$ cat src/rtl/dds_clk_pkg.sv
// rtl/dds_clk_pkg.sv - shared constants, state encoding and divisor step helpers
package dds_clk_pkg;

    localparam int CNT_W       = 20;
    localparam int DIV_DEFAULT = 5000;
    localparam int DIV_MIN     = 2;
    localparam int DIV_MAX     = 1000000;
    localparam int STEP        = 500;

    typedef enum logic {
        S_IDLE = 1'b0,
        S_PEND = 1'b1
    } state_t;

    // Faster output: shrink the divisor, saturating at DIV_MIN (one extra bit so it cannot wrap)
    function automatic logic [CNT_W-1:0] div_step_down(input logic [CNT_W-1:0] d);
        logic [CNT_W:0] wide;
        logic [CNT_W-1:0] res;
        wide = {1'b0, d};
        if (wide < (CNT_W+1)'(DIV_MIN + STEP)) begin
            res = CNT_W'(DIV_MIN);
        end else begin
            wide = wide - (CNT_W+1)'(STEP);
            res  = wide[CNT_W-1:0];
        end
        return res;
    endfunction

    // Slower output: grow the divisor, saturating at DIV_MAX (one extra bit so it cannot wrap)
    function automatic logic [CNT_W-1:0] div_step_up(input logic [CNT_W-1:0] d);
        logic [CNT_W:0] wide;
        logic [CNT_W-1:0] res;
        wide = {1'b0, d} + (CNT_W+1)'(STEP);
        if (wide > (CNT_W+1)'(DIV_MAX)) begin
            res = CNT_W'(DIV_MAX);
        end else begin
            res = wide[CNT_W-1:0];
        end
        return res;
    endfunction

endpackage

$ cat src/rtl/clk_div_ctrl_if.sv
// rtl/clk_div_ctrl_if.sv - divisor config request port (valid/ready plus reject pulse)
interface clk_div_ctrl_if;
    import dds_clk_pkg::*;

    logic             cfg_valid;
    logic [CNT_W-1:0] cfg_div;
    logic             cfg_ready;
    logic             cfg_err;

    modport master (
        output cfg_valid,
        output cfg_div,
        input  cfg_ready,
        input  cfg_err
    );

    modport slave (
        input  cfg_valid,
        input  cfg_div,
        output cfg_ready,
        output cfg_err
    );

endinterface

$ cat src/rtl/div_core.sv
// rtl/div_core.sv - half-period counter producing tick and the square wave
module div_core
    import dds_clk_pkg::*;
(
    input  logic             clk,
    input  logic             rst_n,
    input  logic             en,
    input  logic             load,
    input  logic [CNT_W-1:0] div_cur,
    output logic             at_end,
    output logic             tick,
    output logic             signal
);

    logic [CNT_W-1:0] cnt;

    // Last count of the current half-period; div_cur >= DIV_MIN so the subtract never wraps
    assign at_end = (cnt == div_cur - CNT_W'(1));

    // Count 0..div_cur-1, toggle and tick on the last count; disabled output idles low
    always_ff @(posedge clk) begin
        if (!rst_n) begin
            cnt    <= '0;
            tick   <= 1'b0;
            signal <= 1'b0;
        end else if (!en) begin
            cnt    <= '0;
            tick   <= 1'b0;
            signal <= 1'b0;
        end else if (at_end) begin
            cnt    <= '0;
            tick   <= 1'b1;
            signal <= ~signal;
        end else begin
            cnt    <= load ? '0 : cnt + CNT_W'(1);
            tick   <= 1'b0;
        end
    end

endmodule

$ cat src/rtl/clk_div_ctrl.sv
// rtl/clk_div_ctrl.sv - configurable sample-clock generator with glitch-free divisor reload
module clk_div_ctrl
    import dds_clk_pkg::*;
(
    input  logic                 clk,
    input  logic                 rst_n,
    input  logic                 en,
    clk_div_ctrl_if.slave        cfg,
    input  logic                 step_up,
    input  logic                 step_dn,
    output logic                 tick,
    output logic                 signal,
    output logic [CNT_W-1:0]     div_cur,
    output logic                 pending
);

    state_t           state;
    logic [CNT_W-1:0] pend_div;
    logic             up_q;
    logic             dn_q;
    logic             at_end;
    logic             up_edge;
    logic             dn_edge;
    logic             in_range;
    logic             apply;

    assign up_edge  = step_up & ~up_q;
    assign dn_edge  = step_dn & ~dn_q;
    assign in_range = (cfg.cfg_div >= CNT_W'(DIV_MIN)) && (cfg.cfg_div <= CNT_W'(DIV_MAX));
    // Swap only where the waveform is already changing, or immediately when stopped
    assign apply    = (state == S_PEND) && (!en || at_end);

    div_core u_core (
        .clk     (clk),
        .rst_n   (rst_n),
        .en      (en),
        .load    (apply),
        .div_cur (div_cur),
        .at_end  (at_end),
        .tick    (tick),
        .signal  (signal)
    );

    // Request FSM: accept a config or a single button step, hold it until a boundary, then apply
    always_ff @(posedge clk) begin
        if (!rst_n) begin
            state         <= S_IDLE;
            pend_div      <= CNT_W'(DIV_DEFAULT);
            div_cur       <= CNT_W'(DIV_DEFAULT);
            pending       <= 1'b0;
            cfg.cfg_ready <= 1'b1;
            cfg.cfg_err   <= 1'b0;
            up_q          <= 1'b0;
            dn_q          <= 1'b0;
        end else begin
            up_q        <= step_up;
            dn_q        <= step_dn;
            cfg.cfg_err <= 1'b0;
            case (state)
                S_IDLE: begin
                    if (cfg.cfg_valid) begin
                        if (in_range) begin
                            pend_div      <= cfg.cfg_div;
                            state         <= S_PEND;
                            pending       <= 1'b1;
                            cfg.cfg_ready <= 1'b0;
                        end else begin
                            cfg.cfg_err   <= 1'b1;
                        end
                    end else if (up_edge != dn_edge) begin
                        pend_div      <= up_edge ? div_step_down(div_cur) : div_step_up(div_cur);
                        state         <= S_PEND;
                        pending       <= 1'b1;
                        cfg.cfg_ready <= 1'b0;
                    end
                end
                S_PEND: begin
                    if (apply) begin
                        div_cur       <= pend_div;
                        state         <= S_IDLE;
                        pending       <= 1'b0;
                        cfg.cfg_ready <= 1'b1;
                    end
                end
                default: begin
                    state <= S_IDLE;
                end
            endcase
        end
    end

endmodule
$ cat src/flat_wrapper.sv
// flat-port wrapper written by rule: the top's interface ports become plain ports
module clk_div_ctrl_flat import dds_clk_pkg::*;
  (clk, rst_n, en, step_up, step_dn, tick, signal, div_cur, pending, cfg_cfg_valid, cfg_cfg_div, cfg_cfg_ready, cfg_cfg_err);
  clk_div_ctrl_if cfg_i ();
  input  logic clk;
  input  logic rst_n;
  input  logic en;
  input  logic step_up;
  input  logic step_dn;
  output logic tick;
  output logic signal;
  output logic [CNT_W-1:0] div_cur;
  output logic pending;
  input wire logic [$bits(cfg_i.cfg_valid)-1:0] cfg_cfg_valid;
  input wire logic [$bits(cfg_i.cfg_div)-1:0] cfg_cfg_div;
  output wire logic [$bits(cfg_i.cfg_ready)-1:0] cfg_cfg_ready;
  output wire logic [$bits(cfg_i.cfg_err)-1:0] cfg_cfg_err;
  assign cfg_i.cfg_valid = cfg_cfg_valid;
  assign cfg_i.cfg_div = cfg_cfg_div;
  assign cfg_cfg_ready = cfg_i.cfg_ready;
  assign cfg_cfg_err = cfg_i.cfg_err;
  clk_div_ctrl u_core (.clk(clk), .rst_n(rst_n), .en(en), .cfg(cfg_i), .step_up(step_up), .step_dn(step_dn), .tick(tick), .signal(signal), .div_cur(div_cur), .pending(pending));
endmodule
$ cat config.mk
export PLATFORM = sky130hd
export DESIGN_NAME = clk_div_ctrl_flat
export DESIGN_NICKNAME = d
export VERILOG_FILES = /design/src/rtl/dds_clk_pkg.sv /design/src/rtl/clk_div_ctrl_if.sv /design/src/rtl/div_core.sv /design/src/rtl/clk_div_ctrl.sv /design/src/flat_wrapper.sv
export SDC_FILE = /design/constraint.sdc
export NUM_CORES = 1
export LEC_CHECK = 0
export CAP_MARGIN = 20
export CORE_ASPECT_RATIO = 1.2
export CORE_UTILIZATION = 55
export CTS_BUF_LIST = sky130_fd_sc_hd__clkbuf_4
export DETAILED_ROUTE_END_ITERATION = 10
export GPL_ROUTABILITY_DRIVEN = 0
export PLACE_DENSITY = 0.79
export SLEW_MARGIN = 25
export SYNTH_ARGS = -nofsm -noshare
export SYNTH_HDL_FRONTEND = slang
export SYNTH_HIERARCHICAL = 1
export SYNTH_SLANG_ARGS = --single-unit
$ cat constraint.sdc
create_clock -name clk -period 4.1 [get_ports clk]
set_clock_uncertainty 0.1 [all_clocks]
set_input_delay 0.615 -clock clk [delete_from_list [all_inputs] [get_ports clk]]
set_output_delay 0.615 -clock clk [all_outputs]
set_load 0.1 [all_outputs]
==> Implementation_results.wiki, run 1 <==
{| class="wikitable"
! Metric !! Value
|-
| Yosys top cell area share || 0.2599
|-
| Grt peak-use layer || met2
|-
| Total overflow reported by the global router || 0
|-
| Main area contributors after synthesis || dfxtp_1 (26%), nand2_1 (6.0%), xnor2_1 (5.9%), xor2_1 (4.5%), nor2_1 (3.4%)
|-
| Leading cell type in the layout, fill and taps excluded || nand2_1
|-
| Endpoint kind of the worst setup timing path || flop
|-
| Primary flip-flop cell chosen by synthesis mapping || dfxtp_1
|-
| GR met1 Demand/Resource || 0.3754
|-
| Setup TNS || 0 ns
|-
| Final-layout worst hold slack || 0.3677 ns
|-
| Initial antenna violation count || 0
|-
| Final cycle utilization of the critical path || 0.8912
|-
| Switching power total || between 0.5 and 0.6 mW
|-
| Share of total power consumed by net switching || 0.3639
|-
| Cell type with the largest total area after synthesis || dfxtp_1
|-
| Mean post-synth cell area || 8.108 sq um
|-
| Synthesis-to-finish area growth || 13.19%
|-
| Worst reg-to-reg path cell count || 15
|-
| Total count of max-transition violations in the final report || 0
|-
| Ys async rst share || 0
|-
| ANT nets after route || 0
|-
| Sequential-to-total area share from yosys stat || 0.2599
|-
| Total number of vias || 5167
|-
| Clock tree from TritonCTS || yes
|-
| Critical path data required time || 4.33 ns
|-
| Number of buffers added on ports || 50
|-
| Clock sink total || 68
|-
| Maximum number of pins on one net before global-route repair || 32
|-
| Estimated wirelength of the detail-placed design || 10.91 mm
|-
| Setup violations, final || 0
|-
| Wire length of the first global-routing pass || about 24 mm
|-
| Unique masters post-synth || 91
|-
| Highest Clock Rate || 273.7 MHz
|-
| Tightest Hold Check Type || flop to flop
|-
| Filler cells || approximately 820
|-
| Die span in x || 91.08 um
|-
| Power density cells || 277.5 mW/mm^2
|-
| Post-CTS Setup Inserts || 0
|-
| Post-route DRC violation count || 0
|-
| Unrepaired setup endpoints after global routing || no
|-
| Root buffer cell || clkbuf_4
|-
| All-layer global routing usage || 0.3093
|-
| Leakage Power || 1.989 nW
|-
| Routed length per instance || 18.26 um
|-
| Maximum level of the CTS H-tree || 3
|-
| Via density || 6.324
|-
| Via count of the first global-routing pass || about 4800
|-
| TritonCTS buffer count || 9
|-
| Total placed cells including tap cells || 801
|-
| Global Route met3 Usage || 0.06067
|-
| Post-Synthesis Cells || 646
|-
| Number of logic stages on the critical path including buffering || 15
|-
| Total of hold buffers inserted after clock tree synthesis || 0
|-
| Worst setup path category || flop to flop
|-
| Worst stage delay on the critical path || 0.55 ns
|-
| Number of diodes || 0
|-
| Buffer levels on the longest clock path || 2
|-
| Die Footprint || about 0.0099 sq mm
|-
| Total nets after synthesis || around 680
|-
| FF+latch count, synth || 68
|-
| Count of placed standard cells in the final layout, fillers left out || ~820
|-
| Routed WL || 14.92 mm
|-
| Most frequent cells in the layout || nand2_1 (84), dfxtp_1 (66), clkdlybuf4s50_1 (50)
|-
| Starting DRT DRC Count || around 410
|-
| Series of cell instances along the critical path || inv_1 > ha_1 > nor4b_4 > nand2_1 > or3_1 > nor3_2 > o22ai_1 > or4_4 > inv_1 > nand2b_1 > nand2_1 > inv_1 > buf_4 > nand2_1 > a21boi_0
|-
| Core area || 0.009129 sq mm
|-
| Number of hold violations in the final report || 0
|-
| Crit-path slowest cell || or4_4
|-
| Slew of the pin with the lowest slew margin || between 0.9 and 1 ns
|-
| Portion of total power attributed to combinational logic || 0.270
|-
| Crit path DAT || 3.88 ns
|-
| Post-layout total power || between 1.5 and 2 mW
|-
| Count of max-cap constraint violations || 0
|-
| Length of the first detailed-routing pass in iterations || 5
|-
| Clk_lat worst skew || 0.46 ns
|-
| Vertical extent of the die || 108.9 um
|-
| Internal power contribution || 1.047 mW
|-
| Clock network power share || 0.286
|-
| Effective utilization at floorplan || 0.5737
|-
| Reg power frac || 0.445
|-
| Crit path launch type || flop
|-
| Highest net fanout along the worst path || 13
|-
| Met2 Track Usage GR || 0.5152
|-
| Number of rows created at floorplan || 38
|-
| Fraction of final layout cells with drive strength greater than 1 || 0.1334
|-
| Clock-pin slew on the worst setup and hold paths || roughly 0.14 ns
|-
| Worst IR drop on VDD || 0.2147 mV
|-
| Result of the run || complete, no violations
|-
| I/O pin count || 51
|-
| Nets@finish || 723
|-
| Number of enable-type register cells in the synthesized netlist || 0
|-
| Synthesis Warnings || 6
|-
| Final worst path period need || approximately 3.7 ns
|-
| Netlist area before placement || 0.005238 sq mm
|-
| Cell class contributing the biggest share of worst-path delay || simple AND/OR/NAND/NOR gates
|-
| Worst slew margin relative to its limit || 0.3369
|-
| PostCTS Resize Cnt || 0
|-
| Hold path cells || 2
|-
| Number of buffer and inverter stages on the critical path || 4
|}
-- per-stage QoR --
step	area, sq um	worst slack [ns]	util
2_1_floorplan	5240	0.04874	-
3_3_place_gp	5787	0.6390	0.6339
3_5_place_dp	5787	0.5981	0.6339
4_1_cts	5928	0.5152	0.6494
5_1_grt	5928	0.1450	0.6494
6_report	5928	0.4463	0.6494
-- state kept, by name, summed over array words and instances, names as in the netlist --
| register | cells |
|---|---|
| u_core/u_core/signal | 1 |
| u_core/cfg.cfg_err | 1 |
| u_core/pend_div | 20 |
| u_core/pending | 1 |
| u_core/dn_q | 1 |
| u_core/div_cur | 20 |
| u_core/u_core/cnt | 20 |
| u_core/u_core/tick | 1 |
| u_core/state | 1 |
| u_core/up_q | 1 |
| u_core/cfg.cfg_ready | 1 |
-- cell usage after synthesis (4+ instances only) --
cell,n
nand2_1,84
dfxtp_1,68
nor2_1,48
xnor2_1,35
a21oi_1,30
o21ai_0,29
xor2_1,27
nand3_1,24
nor3_1,18
a21boi_0,17
clkbuf_1,15
o211ai_1,14
or3_1,14
inv_1,12
nor2b_1,12
and3_1,9
nand4_1,9
a31oi_1,8
clkbuf_8,8
nor4_1,8
buf_6,7
nand2b_1,7
nand3b_1,7
buf_2,6
o311a_1,6
a211oi_1,5
ha_1,5
o22ai_1,5
or4_1,5
a31o_2,4
and2_1,4
buf_4,4
nor3_4,4
-- final timing paths --
path	from	to	slack, ns
worst max register to register	u_core/div_cur[0]$_SDFFE_PN0P_	u_core/div_cur[17]$_SDFFE_PN0P_	0.45
worst min-delay path	u_core/pend_div[5]$_SDFFE_PN0P_	u_core/div_cur[5]$_SDFFE_PN0P_	0.37
worst min register to register	u_core/pend_div[5]$_SDFFE_PN0P_	u_core/div_cur[5]$_SDFFE_PN0P_	0.37
worst max-delay path	u_core/div_cur[0]$_SDFFE_PN0P_	u_core/div_cur[17]$_SDFFE_PN0P_	0.45
-- per-layer routing --
metal	up-vias	wire [um]
li1	2443	-
met1	2416	6156
met2	251	7086
met3	57	1090
met4	0	586
met5	-	0
-- power by group through the flow --
stage	clock network, mW	registers, mW	logic [mW]
global route	0.500	0.736	0.474
floorplan	0	0.818	0.246
CTS	0.476	0.730	0.437
finish	0.470	0.732	0.444
detailed placement	0	0.745	0.435
global placement	0	0.744	0.430
-- worst register-to-register path, cell delays in order (launching register included) --
cell and delay (ns):
dfxtp_2 0.40, inv_1 0.07, ha_1 0.18, nor4b_4 0.40
nand2_1 0.18, or3_1 0.36, nor3_2 0.21, o22ai_1 0.11
or4_4 0.55, inv_1 0.08, nand2b_1 0.10, nand2_1 0.07
inv_1 0.13, buf_4 0.22, nand2_1 0.10, a21boi_0 0.26
-- cell type report --
type / instances / area [sq um] / area share
timing repair buffer: 79 / 718.2 / 0.1211
clock inverter: 7 / 73.82 / 0.01245
clock buffer: 9 / 67.56 / 0.01140
tap: 120 / 150.1 / 0.02533
inverter: 13 / 48.80 / 0.008231
multi-input combinational: 521 / 3506 / 0.5914
sequential: 68 / 1364 / 0.2301
-- cells by family after synthesis --
group	Yosys count	synth area share
AND/OR/NAND/NOR	290	0.3118
AO/OA/AOI/OAI	161	0.2351
flip-flops	68	0.2599
XOR/XNOR	63	0.1068
buffers and inverters	57	0.07071
adder cells (fa/ha/maj)	5	0.01194
multiplexers	2	0.003822
(Power assumes the default switching activity.)
==> run 2: changes to the inputs <==
--- a/config.mk
+++ b/config.mk
@@ -13,4 +13,5 @@
 export GPL_ROUTABILITY_DRIVEN = 0
 export PLACE_DENSITY = 0.79
+export REMOVE_ABC_BUFFERS = 1
 export SLEW_MARGIN = 25
 export SYNTH_ARGS = -nofsm -noshare
--- a/constraint.sdc
+++ b/constraint.sdc
@@ -3,3 +3,3 @@
 set_input_delay 0.615 -clock clk [delete_from_list [all_inputs] [get_ports clk]]
 set_output_delay 0.615 -clock clk [all_outputs]
-set_load 0.1 [all_outputs]
+set_load 0.05 [all_outputs]
==> run 2 against run 1 <==
  * Critical path depth decreased by 6
  * Critical endpoint is now u_core/pend_div[18]$_SDFFE_PN0P_
  * Utilization increased by 0.41 points
  * First-iteration DRC count increased by 8.7%
  * Design area increased by 0.63%
  * Wire length increased by 4.3%
  * Via count increased by 2.1%
  * Non-clock buffer count increased by 3
  * Sequential power about the same
  * Power increased by 0.42%
==> Implementation_results.wiki, run 2 (same netlist as run 1, synthesis figures left out) <==
{| class="wikitable"
! Metric !! Value
|-
| Root buffer cell || clkbuf_4
|-
| Nets@finish || 726 (+0.41%)
|-
| Effective utilization at floorplan || 0.5737 (unchanged)
|-
| I/O pin count || 51 (unchanged)
|-
| Number of hold violations in the final report || 0 (unchanged)
|-
| Number of buffers added on ports || 50 (unchanged)
|-
| Worst stage delay on the critical path || 0.67 ns (+0.12 ns)
|-
| Number of diodes || 0 (unchanged)
|-
| Maximum number of pins on one net before global-route repair || 34 (+6.3%)
|-
| Final cycle utilization of the critical path || 0.8778 (-0.01334)
|-
| Leading cell type in the layout, fill and taps excluded || nand2_1
|-
| Minimum setup slack in the final design || 0.5010 ns (+0.05470 ns)
|-
| Length of the first detailed-routing pass in iterations || 6 (+1)
|-
| Endpoint kind of the worst setup timing path || flop
|-
| Highest net fanout along the worst path || 10 (-3)
|-
| Slew of the pin with the lowest slew margin || 0.8040 ns (-0.1874 ns)
|-
| Leakage Power || 2.013 nW (+1.2%)
|-
| Routed length per instance || 18.98 um (+3.9%)
|-
| Initial antenna violation count || 0 (unchanged)
|-
| Crit path DAT || 3.84 ns (-0.04 ns)
|-
| Routed length on met3 || 1.263 mm (+16%)
|-
| Die span in x || 91.08 um (unchanged)
|-
| Via density || 6.435 (+1.8%)
|-
| Die Footprint || 0.009919 sq mm (unchanged)
|-
| Worst slack at placement || 0.6455 ns (+0.04736 ns)
|-
| Clk_lat worst skew || 0.46 ns (about the same)
|-
| Starting DRT DRC Count || 450 (+8.7%)
|-
| Power density cells || 276.9 mW/mm^2 (-0.21%)
|-
| Estimated wirelength of the detail-placed design || 11.21 mm (+2.8%)
|-
| ANT nets after route || 0 (unchanged)
|-
| Clock sink total || 68 (unchanged)
|-
| Post-CTS Setup Inserts || 0 (unchanged)
|-
| Routed met2 length || 7.303 mm (+3.1%)
|-
| Worst slew margin relative to its limit || 0.4640 (+0.1270)
|-
| PostCTS Resize Cnt || 0 (unchanged)
|-
| Total count of max-transition violations in the final report || 0 (unchanged)
|-
| Result of the run || complete, no violations
|-
| Clock tree from TritonCTS || yes
|-
| Clock-pin slew on the worst setup and hold paths || 0.13 ns (about the same)
|-
| Worst setup path category || flop to flop
|-
| Routed WL || 15.57 mm (+4.3%)
|-
| Top Metal Used || met4
|-
| Maximum level of the CTS H-tree || 3 (unchanged)
|-
| Most frequent cells in the layout || nand2_1 (84), dfxtp_1 (68), clkdlybuf4s50_1 (50)
|-
| Crit path launch type || flop
|-
| Post-route DRC violation count || 0 (unchanged)
|-
| Worst reg-to-reg path cell count || 9 (-6)
|-
| All-layer global routing usage || 0.3206 (+0.01128)
|-
| Wire length of the first global-routing pass || 24.71 mm (+2.8%)
|-
| Total number of vias || 5277 (+2.1%)
|-
| Unrepaired setup endpoints after global routing || no
|-
| Core area || 0.009129 sq mm (unchanged)
|-
| Series of cell instances along the critical path || buf_4 > ha_1 > nor3_1 > a21oi_1 > mux2i_1 > a31oi_1 > a2111oi_4 > nor3_4 > o311a_1
|-
| Highest Clock Rate || 277.9 MHz (+1.5%)
|-
| Hold path cells || 2 (unchanged)
|-
| Setup TNS || 0 ns (unchanged)
|-
| TritonCTS buffer count || 9 (unchanged)
|-
| Total of hold buffers inserted after clock tree synthesis || 0 (unchanged)
|-
| Count of max-cap constraint violations || 0 (unchanged)
|-
| Critical path data required time || 4.34 ns (about the same)
|-
| Total overflow reported by the global router || 0 (unchanged)
|-
| Crit-path slowest cell || a2111oi_4
|-
| Setup violations, final || 0 (unchanged)
|-
| Fraction of final layout cells with drive strength greater than 1 || 0.1343 (+0.0008567)
|-
| Met1 Wirelength || 6.237 mm (+1.3%)
|-
| Number of rows created at floorplan || 38 (unchanged)
|-
| Final worst path period need || 3.599 ns (-0.05470 ns)
|-
| Vertical extent of the die || 108.9 um (unchanged)
|-
| Via count of the first global-routing pass || 4976 (+3.2%)
|-
| Worst IR drop on VDD || 0.1534 mV (-29%)
|-
| Synthesis-to-finish area growth || 13.90%
|-
| Largest registers || u_core/div_cur: 20 flops, u_core/pend_div: 20 flops, u_core/u_core/cnt: 20 flops
|-
| Buffer levels on the longest clock path || 2 (unchanged)
|-
| Tightest Hold Check Type || flop to flop
|}
## run 2: worst max-delay path, delay by kind of cell (launching register included)
family,cells,cell delay [ns]
AOI/OAI and AO/OA,4,1.61
buffers and inverters,1,0.27
adders and majority gates,1,0.33
and+or+nand+nor,2,0.34
muxes,1,0.24
DFF,1,0.59
## run 2: stage by stage
stage | hold WS [ns] | power, mW | instances | instance area [sq um] | utilization
final | 0.3750 | 1.652 | 820 | 5966 | 0.6535
after global routing | 0.3948 | 1.719 | 820 | 5966 | 0.6535
after CTS | 0.3737 | 1.654 | 820 | 5966 | 0.6535
after detailed placement | 0.3578 | 1.144 | 804 | 5807 | 0.6361
after global placement | 0.3475 | 1.137 | 804 | 5807 | 0.6361
after floorplan | 0.3377 | 0.9892 | 602 | 4916 | -
## run 2: final timing paths
check	end	from	slack [ns]
max reg2reg	u_core/pend_div[18]$_SDFFE_PN0P_	u_core/div_cur[3]$_SDFFE_PN1P_	0.50
max	u_core/pend_div[18]$_SDFFE_PN0P_	u_core/div_cur[3]$_SDFFE_PN1P_	0.50
min	u_core/div_cur[16]$_SDFFE_PN0P_	u_core/pend_div[16]$_SDFFE_PN0P_	0.38
min reg2reg	u_core/div_cur[16]$_SDFFE_PN0P_	u_core/pend_div[16]$_SDFFE_PN0P_	0.38
## run 2: final cells by class
cell class / instances / area (sq um)
clock inverters: 7 / 91.34
repair buffers: 82 / 740.7
fillers: 839 / 3163
multi-input cells: 521 / 3506
flip-flops and latches: 68 / 1361
inverters: 13 / 48.80
clock buffers: 9 / 67.56
well taps: 120 / 150.1
## run 2: report_power, final
group,internal [mW],leakage [nW],switching (mW)
combinational,0.160,1.37,0.248
sequential,0.699,0.556,0.0363
clock,0.245,0.0857,0.265
## run 2: metal layers
| metal | global-route usage | up-vias |
|---|---|---|
| met2 | 0.5395 | 278 |
| met5 | 0 | - |
| li1 | - | 2451 |
| met1 | 0.3841 | 2486 |
| met3 | 0.05160 | 62 |
| met4 | 0.2018 | 0 |
==> run 3: changes to the inputs <==
- CORE_MARGIN: not set -> 3
==> run 3 against run 2 <==
  * Global-route usage fell by 2.4 points
  * Utilization decreased by 0.78 points
  * Via count up 0.11%
  * Fmax shrank 3.4%
  * Clock-buffer cell count grew 4
  * Register-to-register slack worse by 0.13 ns
  * Critical path depth up 4
  * Flip-flop and latch count unchanged
  * Setup slack got worse by 0.13 ns
  * Non-clock buffer count increased by 1
==> Implementation_results.wiki, run 3 (same netlist as run 1, synthesis figures left out) <==
{| class="wikitable"
! Metric !! Value
|-
| Clk_lat worst skew || 0.43 ns (-0.03 ns)
|-
| Global Route met3 Usage || 0.06051 (+0.008901)
|-
| Largest registers || u_core/div_cur: 20 flops, u_core/pend_div: 20 flops, u_core/u_core/cnt: 20 flops
|-
| GR met1 Demand/Resource || 0.3716 (-0.01244)
|-
| Crit-path slowest cell || nor4_1
|-
| Maximum level of the CTS H-tree || 3 (unchanged)
|-
| Placed standard-cell area || 0.005814 sq mm (+0.13%)
|-
| Post-route DRC violation count || 0 (unchanged)
|-
| Hold path startpoint || u_core/pend_div[17]$_SDFFE_PN0P_
|-
| Total number of vias || 5283 (+0.11%)
|-
| Core utilization of the finished layout || 0.6458 (-0.007750)
|-
| Number of rows created at floorplan || 38 (unchanged)
|-
| Reg-to-reg setup timing slack || 0.37 ns (-0.13 ns)
|-
| Highest net fanout along the worst path || 23 (+13)
|-
| Post-CTS Setup Inserts || 0 (unchanged)
|-
| Length of the first detailed-routing pass in iterations || 7 (+1)
|-
| Series of cell instances along the critical path || nor4_1 > nand3b_1 > nor2_1 > mux2i_1 > o41ai_4 > or4_4 > inv_1 > nand2b_1 > nand2_1 > inv_1 > buf_4 > nand2_1 > a21boi_0
|-
| Worst setup path category || flop to flop
|-
| Most frequent cells in the layout || nand2_1 (84), dfxtp_1 (68), clkdlybuf4s50_1 (50)
|-
| Setup violations, final || 0 (unchanged)
|-
| Root buffer cell || clkbuf_4
|-
| Power density cells || 257.5 mW/mm^2 (-7.0%)
|-
| Hold path cells || 2 (unchanged)
|-
| Met2 Track Usage GR || 0.4577 (-0.08177)
|-
| ANT nets after route || 0 (unchanged)
|-
| Combined flip-flop and latch cell area || 0.001361 sq mm (unchanged)
|-
| Fraction of final layout cells with drive strength greater than 1 || 0.1341 (-0.0001916)
|-
| Critical path data required time || 4.35 ns (about the same)
|-
| Number of diodes || 0 (unchanged)
|-
| Nets@finish || 727 (+0.14%)
|-
| Total overflow reported by the global router || 0 (unchanged)
|-
| Core area || 0.009176 sq mm (+0.52%)
|-
| Wire length of the first global-routing pass || 25.27 mm (+2.3%)
|-
| Endpoint kind of the worst setup timing path || flop
|-
| Filler cells || 813 (-3.1%)
|-
| Area taken by multi-input logic gates || 0.003506 sq mm (unchanged)
|-
| I/O pin count || 51 (unchanged)
|-
| Effective utilization at floorplan || 0.5708 (-0.002973)
|-
| Highest Clock Rate || 268.4 MHz (-3.4%)
|-
| Number of hold violations in the final report || 0 (unchanged)
|-
| Destination of the worst register-to-register timing path || u_core/div_cur[1]$_SDFFE_PN0P_
|-
| Crit path launch type || flop
|-
| Worst reg-to-reg path cell count || 13 (+4)
|-
| PostCTS Resize Cnt || 0 (unchanged)
|-
| Buffer levels on the longest clock path || 2 (unchanged)
|-
| Clock tree from TritonCTS || yes
|-
| Result of the run || complete, no violations
|-
| Die Footprint || 0.01073 sq mm (+8.2%)
|-
| Count of max-cap constraint violations || 0 (unchanged)
|-
| Maximum number of pins on one net before global-route repair || 34 (unchanged)
|-
| Final worst path period need || 3.726 ns (+0.1266 ns)
|-
| Grt peak-use layer || met2
|-
| Via count of the first global-routing pass || 5135 (+3.2%)
|-
| Worst r2r src || u_core/div_cur[9]$_SDFFE_PN1P_
|-
| Post-layout total power || 1.526 mW (-7.7%)
|-
| Clock sink total || 68 (unchanged)
|-
| Unrepaired setup endpoints after global routing || no
|-
| Initial antenna violation count || 0 (unchanged)
|-
| Worst IR drop on VDD || 0.1634 mV (+6.5%)
|-
| Number of buffers added on ports || 50 (unchanged)
|-
| Starting DRT DRC Count || 451 (+0.22%)
|-
| Routed WL || 15.60 mm (+0.19%)
|-
| TritonCTS buffer count || 9 (unchanged)
|-
| Tightest Hold Check Type || flop to flop
|-
| Setup TNS || 0 ns (unchanged)
|-
| Worst stage delay on the critical path || 0.57 ns (-0.10 ns)
|-
| Worst slew margin relative to its limit || 0.4766 (+0.01263)
|-
| Leading cell type in the layout, fill and taps excluded || nand2_1
|-
| Total count of max-transition violations in the final report || 0 (unchanged)
|-
| Final cycle utilization of the critical path || 0.9087 (+0.03089)
|-
| Routed length per instance || 19.00 um (about the same)
|-
| Vertical extent of the die || 112.9 um (+3.7%)
|-
| All-layer global routing usage || 0.2962 (-0.02446)
|-
| Estimated wirelength of the detail-placed design || 11.27 mm (+0.52%)
|-
| Slew of the pin with the lowest slew margin || 0.7851 ns (-0.01894 ns)
|-
| Worst Hold End || u_core/div_cur[17]$_SDFFE_PN0P_
|-
| Via density || 6.435 (about the same)
|-
| Die span in x || 95.08 um (+4.4%)
|-
| Total of hold buffers inserted after clock tree synthesis || 0 (unchanged)
|-
| Area of all placed cells without fillers || 0.005926 sq mm (-0.67%)
|-
| Crit path DAT || 3.98 ns (+0.14 ns)
|-
| Synthesis-to-finish area growth || 13.14%
|-
| Leakage Power || 2.002 nW (-0.58%)
|-
| Clock-pin slew on the worst setup and hold paths || 0.11 ns (-0.02 ns)
|}
run 3: worst max path at each step:
stage                                       endpoint  depth (start not counted)                            from  slack, ns
floorplan           u_core/u_core/cnt[10]$_SDFF_PP0_                         13  u_core/div_cur[4]$_SDFFE_PN0P_      0.002
global placement      u_core/div_cur[1]$_SDFFE_PN0P_                         13  u_core/div_cur[9]$_SDFFE_PN1P_       0.63
detailed placement    u_core/div_cur[1]$_SDFFE_PN0P_                         13  u_core/div_cur[9]$_SDFFE_PN1P_       0.51
CTS                   u_core/div_cur[1]$_SDFFE_PN0P_                         13  u_core/div_cur[9]$_SDFFE_PN1P_       0.49
global route          u_core/div_cur[1]$_SDFFE_PN0P_                         13  u_core/div_cur[9]$_SDFFE_PN1P_       0.21
finish                u_core/div_cur[1]$_SDFFE_PN0P_                         13  u_core/div_cur[9]$_SDFFE_PN1P_       0.37
run 3: routing by layer:
metal	vias to the layer above	wire, um
met2	311	7154
met3	89	1375
met4	0	916
met1	2431	6149
met5	-	0
li1	2452	-
run 3: layout make-up:
| class | count | area share |
|---|---|---|
| inverter | 13 | 0.008235 |
| timing repair buffer | 83 | 0.1263 |
| tap | 120 | 0.02534 |
| clock buffer | 13 | 0.01647 |
| clock inverter | 3 | 0.002323 |
| multi-input combinational | 521 | 0.5916 |
| sequential | 68 | 0.2297 |
run 3: worst max-delay path: cells and delay by family, from the launching register on:
| family | cells | cell delay (ns) |
|---|---|---|
| compound gates | 2 | 0.36 |
| buf+inv | 3 | 0.45 |
| mux | 1 | 0.35 |
| simple gates | 7 | 1.93 |
| flops | 1 | 0.47 |
run 3: stage by stage:
stage               hold WS, ns  setup slack (ns)  cells
floorplan                0.3377          0.002416    602
global placement         0.3490            0.6325    805
detailed placement       0.3568            0.5121    805
CTS                      0.3714            0.4855    821
global route             0.4196            0.2130    821
finish                   0.3778            0.3743    821
run 3: power by group:
part | switching (mW) | internal (mW) | total (mW)
Clock | 0.236 | 0.149 | 0.384
Combinational | 0.249 | 0.160 | 0.410
Sequential | 0.0330 | 0.698 | 0.731
